File: src/rtl/time_set_pkg.sv
// Shared definitions for the time-set controller: FSM states, button
// indices, production timing defaults and the button priority helper.
package time_set_pkg;

  typedef enum logic [2:0] {
    ST_IDLE     = 3'd0,
    ST_ARMED    = 3'd1,
    ST_FIRE     = 3'd2,
    ST_HOLD     = 3'd3,
    ST_REPEAT   = 3'd4,
    ST_WAIT_REL = 3'd5
  } state_t;

  localparam int BTN_HR_UP  = 3;
  localparam int BTN_HR_DN  = 2;
  localparam int BTN_MIN_UP = 1;
  localparam int BTN_MIN_DN = 0;

  // Defaults assume a 100 MHz clock.
  localparam int DEF_DEB_CYCLES = 1_000_000;   // 10 ms
  localparam int DEF_RPT_DELAY  = 50_000_000;  // 500 ms
  localparam int DEF_RPT_PERIOD = 10_000_000;  // 100 ms
  localparam int DEF_BLINK_HALF = 25_000_000;  // 250 ms

  // Index of the highest-numbered pressed button (hour up wins over all).
  function automatic logic [1:0] prio_sel(input logic [3:0] lv);
    logic [1:0] s;
    s = 2'd0;
    for (int i = 0; i < 4; i++) begin
      if (lv[i]) s = 2'(i);
    end
    return s;
  endfunction

endpackage

File: src/rtl/btn_debounce.sv
// One-bit button conditioner: two-flop synchronizer followed by a
// stable-level debouncer. The output only follows the input once it has
// been seen low for DEB_CYCLES cycles after reset, so a button held
// through reset cannot produce a press until it is released first.
module btn_debounce #(
  parameter int DEB_CYCLES = 1_000_000
) (
  input  logic i_clk,
  input  logic i_rst,
  input  logic i_btn,
  output logic o_level
);

  localparam int CW = (DEB_CYCLES > 1) ? $clog2(DEB_CYCLES) : 1;
  localparam logic [CW-1:0] C_TERM = CW'(DEB_CYCLES - 1);

  logic          r_s1;
  logic          r_s2;
  logic          r_level;
  logic          r_qual;
  logic [CW-1:0] r_cnt;

  // Bring the asynchronous button into the clock domain.
  always_ff @(posedge i_clk or posedge i_rst) begin
    if (i_rst) begin
      r_s1 <= 1'b0;
      r_s2 <= 1'b0;
    end else begin
      r_s1 <= i_btn;
      r_s2 <= r_s1;
    end
  end

  // Count consecutive cycles at a new level; qualify on a first stable low.
  always_ff @(posedge i_clk or posedge i_rst) begin
    if (i_rst) begin
      r_cnt   <= '0;
      r_level <= 1'b0;
      r_qual  <= 1'b0;
    end else if (!r_qual) begin
      if (r_s2) begin
        r_cnt <= '0;
      end else if (r_cnt == C_TERM) begin
        r_qual <= 1'b1;
        r_cnt  <= '0;
      end else begin
        r_cnt <= r_cnt + 1'b1;
      end
    end else if (r_s2 == r_level) begin
      r_cnt <= '0;
    end else if (r_cnt == C_TERM) begin
      r_level <= r_s2;
      r_cnt   <= '0;
    end else begin
      r_cnt <= r_cnt + 1'b1;
    end
  end

  assign o_level = r_level;

endmodule

File: src/rtl/time_set_ctrl.sv
// Time-set controller: turns four debounced buttons into single-cycle
// hour/minute increment/decrement commands with auto-repeat, freezes the
// time counter while set mode is enabled and drives a display blink phase.
module time_set_ctrl
  import time_set_pkg::*;
#(
  parameter int DEB_CYCLES = DEF_DEB_CYCLES,
  parameter int RPT_DELAY  = DEF_RPT_DELAY,
  parameter int RPT_PERIOD = DEF_RPT_PERIOD,
  parameter int BLINK_HALF = DEF_BLINK_HALF
) (
  input  logic       CLK_100MHZ,
  input  logic       RST,
  input  logic [3:0] BTN,
  input  logic       SET_EN,
  output logic       HR_INC,
  output logic       HR_DEC,
  output logic       MIN_INC,
  output logic       MIN_DEC,
  output logic       SEC_CLR,
  output logic       TICK_HOLD,
  output logic       BLINK
);

  localparam int HW = (RPT_DELAY  > 1) ? $clog2(RPT_DELAY)  : 1;
  localparam int PW = (RPT_PERIOD > 1) ? $clog2(RPT_PERIOD) : 1;
  localparam int BW = (BLINK_HALF > 1) ? $clog2(BLINK_HALF) : 1;
  localparam logic [HW-1:0] HOLD_TERM  = HW'(RPT_DELAY - 1);
  localparam logic [PW-1:0] RPT_TERM   = PW'(RPT_PERIOD - 1);
  localparam logic [BW-1:0] BLINK_TERM = BW'(BLINK_HALF - 1);

  logic [3:0]    w_deb;
  logic          w_any;
  logic          w_sel_held;
  logic          w_fire;
  state_t        r_state;
  state_t        w_state_nx;
  logic [1:0]    r_sel;
  logic [1:0]    w_sel_nx;
  logic [HW-1:0] r_hold_cnt;
  logic [PW-1:0] r_rpt_cnt;
  logic [BW-1:0] r_blink_cnt;
  logic          r_blink;
  logic [3:0]    r_cmd;
  logic          r_sec_clr;

  for (genvar g = 0; g < 4; g++) begin : g_deb
    btn_debounce #(.DEB_CYCLES(DEB_CYCLES)) u_deb (
      .i_clk   (CLK_100MHZ),
      .i_rst   (RST),
      .i_btn   (BTN[g]),
      .o_level (w_deb[g])
    );
  end

  assign w_any      = |w_deb;
  assign w_sel_held = w_deb[r_sel];

  // Next state, latched button and command request; dropping SET_EN wins.
  always_comb begin
    w_state_nx = r_state;
    w_sel_nx   = r_sel;
    w_fire     = 1'b0;
    if (r_state != ST_IDLE && !SET_EN) begin
      w_state_nx = ST_IDLE;
      w_sel_nx   = 2'd0;
    end else begin
      case (r_state)
        ST_IDLE: begin
          if (SET_EN) w_state_nx = ST_ARMED;
        end
        ST_ARMED: begin
          if (w_any) begin
            w_sel_nx   = prio_sel(w_deb);
            w_state_nx = ST_FIRE;
          end
        end
        ST_FIRE: begin
          w_fire     = 1'b1;
          w_state_nx = ST_HOLD;
        end
        ST_HOLD: begin
          if (!w_sel_held) begin
            w_state_nx = w_any ? ST_WAIT_REL : ST_ARMED;
          end else if (r_hold_cnt == HOLD_TERM) begin
            // First repeat pulse lands exactly RPT_DELAY after the press pulse.
            w_fire     = 1'b1;
            w_state_nx = ST_REPEAT;
          end
        end
        ST_REPEAT: begin
          if (!w_sel_held) begin
            w_state_nx = w_any ? ST_WAIT_REL : ST_ARMED;
          end else if (r_rpt_cnt == RPT_TERM) begin
            w_fire = 1'b1;
          end
        end
        ST_WAIT_REL: begin
          if (!w_any) w_state_nx = ST_ARMED;
        end
        default: w_state_nx = ST_IDLE;
      endcase
    end
  end

  // State and latched-button registers.
  always_ff @(posedge CLK_100MHZ or posedge RST) begin
    if (RST) begin
      r_state <= ST_IDLE;
      r_sel   <= 2'd0;
    end else begin
      r_state <= w_state_nx;
      r_sel   <= w_sel_nx;
    end
  end

  // Hold counter runs only while staying in HOLD and stops at its terminal value.
  always_ff @(posedge CLK_100MHZ or posedge RST) begin
    if (RST) begin
      r_hold_cnt <= '0;
    end else if (r_state == ST_HOLD && w_state_nx == ST_HOLD) begin
      if (r_hold_cnt != HOLD_TERM) r_hold_cnt <= r_hold_cnt + 1'b1;
    end else begin
      r_hold_cnt <= '0;
    end
  end

  // Repeat period counter restarts after each repeat pulse.
  always_ff @(posedge CLK_100MHZ or posedge RST) begin
    if (RST) begin
      r_rpt_cnt <= '0;
    end else if (r_state == ST_REPEAT && w_state_nx == ST_REPEAT) begin
      r_rpt_cnt <= (r_rpt_cnt == RPT_TERM) ? '0 : r_rpt_cnt + 1'b1;
    end else begin
      r_rpt_cnt <= '0;
    end
  end

  // Blink phase runs throughout set mode and restarts at phase 0 from IDLE.
  always_ff @(posedge CLK_100MHZ or posedge RST) begin
    if (RST) begin
      r_blink_cnt <= '0;
      r_blink     <= 1'b0;
    end else if (r_state == ST_IDLE || w_state_nx == ST_IDLE) begin
      r_blink_cnt <= '0;
      r_blink     <= 1'b0;
    end else if (r_blink_cnt == BLINK_TERM) begin
      r_blink_cnt <= '0;
      r_blink     <= ~r_blink;
    end else begin
      r_blink_cnt <= r_blink_cnt + 1'b1;
    end
  end

  // Registered one-hot command pulse; minute commands also clear seconds.
  always_ff @(posedge CLK_100MHZ or posedge RST) begin
    if (RST) begin
      r_cmd     <= 4'd0;
      r_sec_clr <= 1'b0;
    end else begin
      r_cmd     <= w_fire ? (4'b0001 << r_sel) : 4'd0;
      r_sec_clr <= w_fire && (r_sel == 2'(BTN_MIN_UP) || r_sel == 2'(BTN_MIN_DN));
    end
  end

  assign HR_INC    = r_cmd[BTN_HR_UP];
  assign HR_DEC    = r_cmd[BTN_HR_DN];
  assign MIN_INC   = r_cmd[BTN_MIN_UP];
  assign MIN_DEC   = r_cmd[BTN_MIN_DN];
  assign SEC_CLR   = r_sec_clr;
  assign TICK_HOLD = (r_state != ST_IDLE);
  assign BLINK     = r_blink && (r_state == ST_ARMED || r_state == ST_WAIT_REL);

endmodule

File: config.mk
export PLATFORM = sky130hd
export DESIGN_NAME = time_set_ctrl
export DESIGN_NICKNAME = d
export VERILOG_FILES = /design/src/rtl/time_set_pkg.sv /design/src/rtl/btn_debounce.sv /design/src/rtl/time_set_ctrl.sv
export SDC_FILE = /design/constraint.sdc
export NUM_CORES = 1
export LEC_CHECK = 0
export CAP_MARGIN = 20
export CORE_MARGIN = 1
export CORE_UTILIZATION = 35
export DETAILED_ROUTE_END_ITERATION = 7
export PLACE_DENSITY = 0.54
export SYNTH_ARGS = -nofsm -noshare
export SYNTH_HDL_FRONTEND = slang
export SYNTH_HIERARCHICAL = 1
export SYNTH_SLANG_ARGS = --single-unit
File: constraint.sdc
create_clock -name CLK_100MHZ -period 2.2 [get_ports CLK_100MHZ]
set_input_delay 0.22 -clock CLK_100MHZ [delete_from_list [all_inputs] [get_ports CLK_100MHZ]]
set_output_delay 0.22 -clock CLK_100MHZ [all_outputs]
set_load 0.005 [all_outputs]
==> results.json <==
{
  "status": "finished clean",
  "drc": 0,
  "synth_area_per_cell_um2": 10.0,
  "synth.cell_area_um2": 9080,
  "ctsResizeCount": 0,
  "async_flop_share": 1.00,
  "finalSetupViolCount": 0,
  "synth_top_cell_by_area": "dfrtp_1",
  "holdWs_ps": 239,
  "post-route-period-util": 0.942,
  "yosysUniqueCellTypes": 55,
  "ir_drop_mv": 0.337,
  "design_power_total_mw": 6.74,
  "drv_slew": 0,
  "power.leakage_nw": 4.10,
  "syn_inst": 904,
  "dieWidth_um": 163,
  "min_path_type": "in -> reg",
  "cp_max_fo": 9,
  "wl_per_cell_um": 13.5,
  "yosysMostFrequentCell": "dfrtp_1",
  "vias_per_cell": 4.99,
  "numCtsBuffers": 17,
  "post-cts-setup-buffers": 0,
  "grt_pass1_vias": 6244,
  "wl_um": 17300,
  "cts_buffer_depth": 2,
  "crit_path_start_kind": "register",
  "rsz0062_at_grt": "no",
  "grt_use_total": 0.141,
  "area_delta_synth_final_pct": 14.0,
  "core-area_um2": 25300,
  "cts_max_level": 4,
  "dpl.hpwl_um": 11700,
  "antenna_found_initial": 0,
  "final.setup_skew_ps": 12.4,
  "clk_pin_slew_ps": 70,
  "yosysTopAreaCellShare": 0.502,
  "fin_area_um2": 10400,
  "powerDensity_nw_per_um2": 651,
  "placed_area_um2": 9750,
  "cts_hold_buf": 0,
  "setup_slack_ps": 128,
  "fmax_mhz": 483,
  "start_util": 0.358,
  "crit_arrival_ps": 1850,
  "root_buffer": "clkbuf_16",
  "ys_dominant_reg_cell": "dfrtp_1",
  "layoutNonFillerInstCount": 1282,
  "firstDrtPassIters": 4,
  "cts_tree": "done",
  "fp.dieH_um": 163,
  "synth_common_cells": "dfrtp_1 (182), nor2_1 (156), xor2_1 (65)",
  "finalCriticalPeriod_ps": 2070,
  "drive_gt1_frac": 0.121,
  "tns_ps": 0,
  "synth_fp_nets": 918,
  "fin_nets": 953,
  "critPathCaptureType": "output pin",
  "drt_iter0_markers": 394,
  "pin_count": 14,
  "synth_area_leaders": "dfrtp_1 (50%), nor2_1 (6.5%), xor2_1 (6.3%)",
  "fill_cells": 2463,
  "insertion_delay_ps": 420,
  "post-place-cells": 1250,
  "antenna_left": 0,
  "dieArea_um2": 26600,
  "grt-ovfl-total": 0,
  "hold_viol_final": 0,
  "portBuffers": 13,
  "grt_first_pass_wirelength_um": 30600,
  "slew_headroom": 0.566,
  "cts_sinks": 182,
  "yosysSeqAreaShare": 0.502,
  "gp_congestion": 0.765,
  "critPathKind": "reg -> out",
  "hold_path_depth": 1,
  "reg2reg_depth": 5,
  "ys_ff_latch": 182,
  "cap_violations": 0,
  "synth_edf_count": 0,
  "fin_util": 0.409,
  "worst_pin_slew_ps": 646,
  "crit_required_ps": 1980,
  "grt_max_degree": 87,
  "synth_warnings": 6,
  "dp_worst_setup_slack_ps": 144,
  "num_vias": 6395,
  "antenna_cells": 0,
  "rows": 58
}
registers in the layout, indices dropped and copies added (netlist names):
name                 cells
r_rpt_cnt               24
r_state                  3
g_deb.u_deb/r_s1         4
g_deb.u_deb/r_cnt       80
g_deb.u_deb/r_s2         4
r_blink_cnt             25
r_blink                  1
r_cmd                    4
r_hold_cnt              26
SEC_CLR                  1
g_deb.u_deb/o_level      4
r_sel                    2
g_deb.u_deb/r_qual       4
worst paths after layout:
| kind | from | end | slack, ps |
|---|---|---|---|
| setup / recovery | r_state[0]$_DFF_PP0_ | TICK_HOLD | 130 |
| min in group asynchronous | RST | g_deb[2].u_deb/r_cnt[14]$_DFF_PP0_ | 330 |
| max in group asynchronous | RST | r_hold_cnt[12]$_DFFE_PP0P_ | 1410 |
| setup reg to reg | r_hold_cnt[7]$_DFFE_PP0P_ | r_cmd[1]$_DFF_PP0_ | 170 |
| hold / removal | BTN[2] | g_deb[2].u_deb/r_s1$_DFF_PP0_ | 240 |
| hold reg to reg | g_deb[1].u_deb/r_s1$_DFF_PP0_ | g_deb[1].u_deb/r_s2$_DFF_PP0_ | 350 |
critical path, cell delays in order (launching register included):
cell	delay, ps
dfrtp_1	470
or3_1	480
clkdlybuf4s50_1	480
cell type report:
cell class	instances	area, µm²	area share
sequential	182	4550	0.440
multi-input combinational	665	4230	0.408
timing repair buffer	45	445	0.0430
clock buffer	19	433	0.0418
tap	330	413	0.0399
clock inverter	13	170	0.0164
inverter	28	109	0.0105
cell families (layout without fill, tap and decap cells):
kind of cell	Yosys count	after routing	synth area share
AOI/OAI and AO/OA	57	57	0.0404
adders and majority gates	7	7	0.00965
buffers and inverters	57	105	0.0325
xor gates and xnor gates	129	129	0.124
muxes	5	5	0.00744
DFF	182	182	0.502
and+or+nand+nor	467	467	0.284
per-layer routing:
layer	up-vias	part of all wire	track usage	wire length, µm
li1	3222	-	-	-
met5	-	0	0	0
met3	7	0.029	0.0305	506
met1	3117	0.51	0.200	8830
met2	49	0.45	0.219	7820
met4	0	0.0073	0.0357	127
power breakdown:
| group | leakage, nW | internal (mW) | switching (mW) |
|---|---|---|---|
| combinational | 1.31 | 0.0632 | 0.132 |
| clock | 0.285 | 1.81 | 1.34 |
| sequential | 2.51 | 3.37 | 0.0264 |
| total | 4.10 | 5.24 | 1.50 |
placed cells by master (no fill, tap or decap), types with 5 or more instances in the layout:
| cell type | count |
|---|---|
| nor2_1 | 156 |
| or4_1 | 6 |
| xnor2_1 | 64 |
| nand3_1 | 44 |
| buf_12 | 6 |
| ha_1 | 7 |
| o21ai_0 | 16 |
| nor3_1 | 25 |
| or3_1 | 17 |
| nand2b_1 | 6 |
| buf_4 | 26 |
| xor2_1 | 65 |
| or4_4 | 8 |
| and3_1 | 13 |
| a21oi_1 | 18 |
| clkbuf_16 | 17 |
| and2_1 | 6 |
| and4_1 | 15 |
| o31ai_1 | 5 |
| nor2b_1 | 5 |
| nand2_1 | 56 |
| dfrtp_1 | 182 |
| nand4_1 | 47 |
| nor4_1 | 19 |
| or4b_2 | 5 |
| nand4b_1 | 5 |
| clkdlybuf4s50_1 | 13 |
| or3_2 | 6 |
| inv_1 | 27 |
No activity file was read; power rests on OpenSTA's default activity.
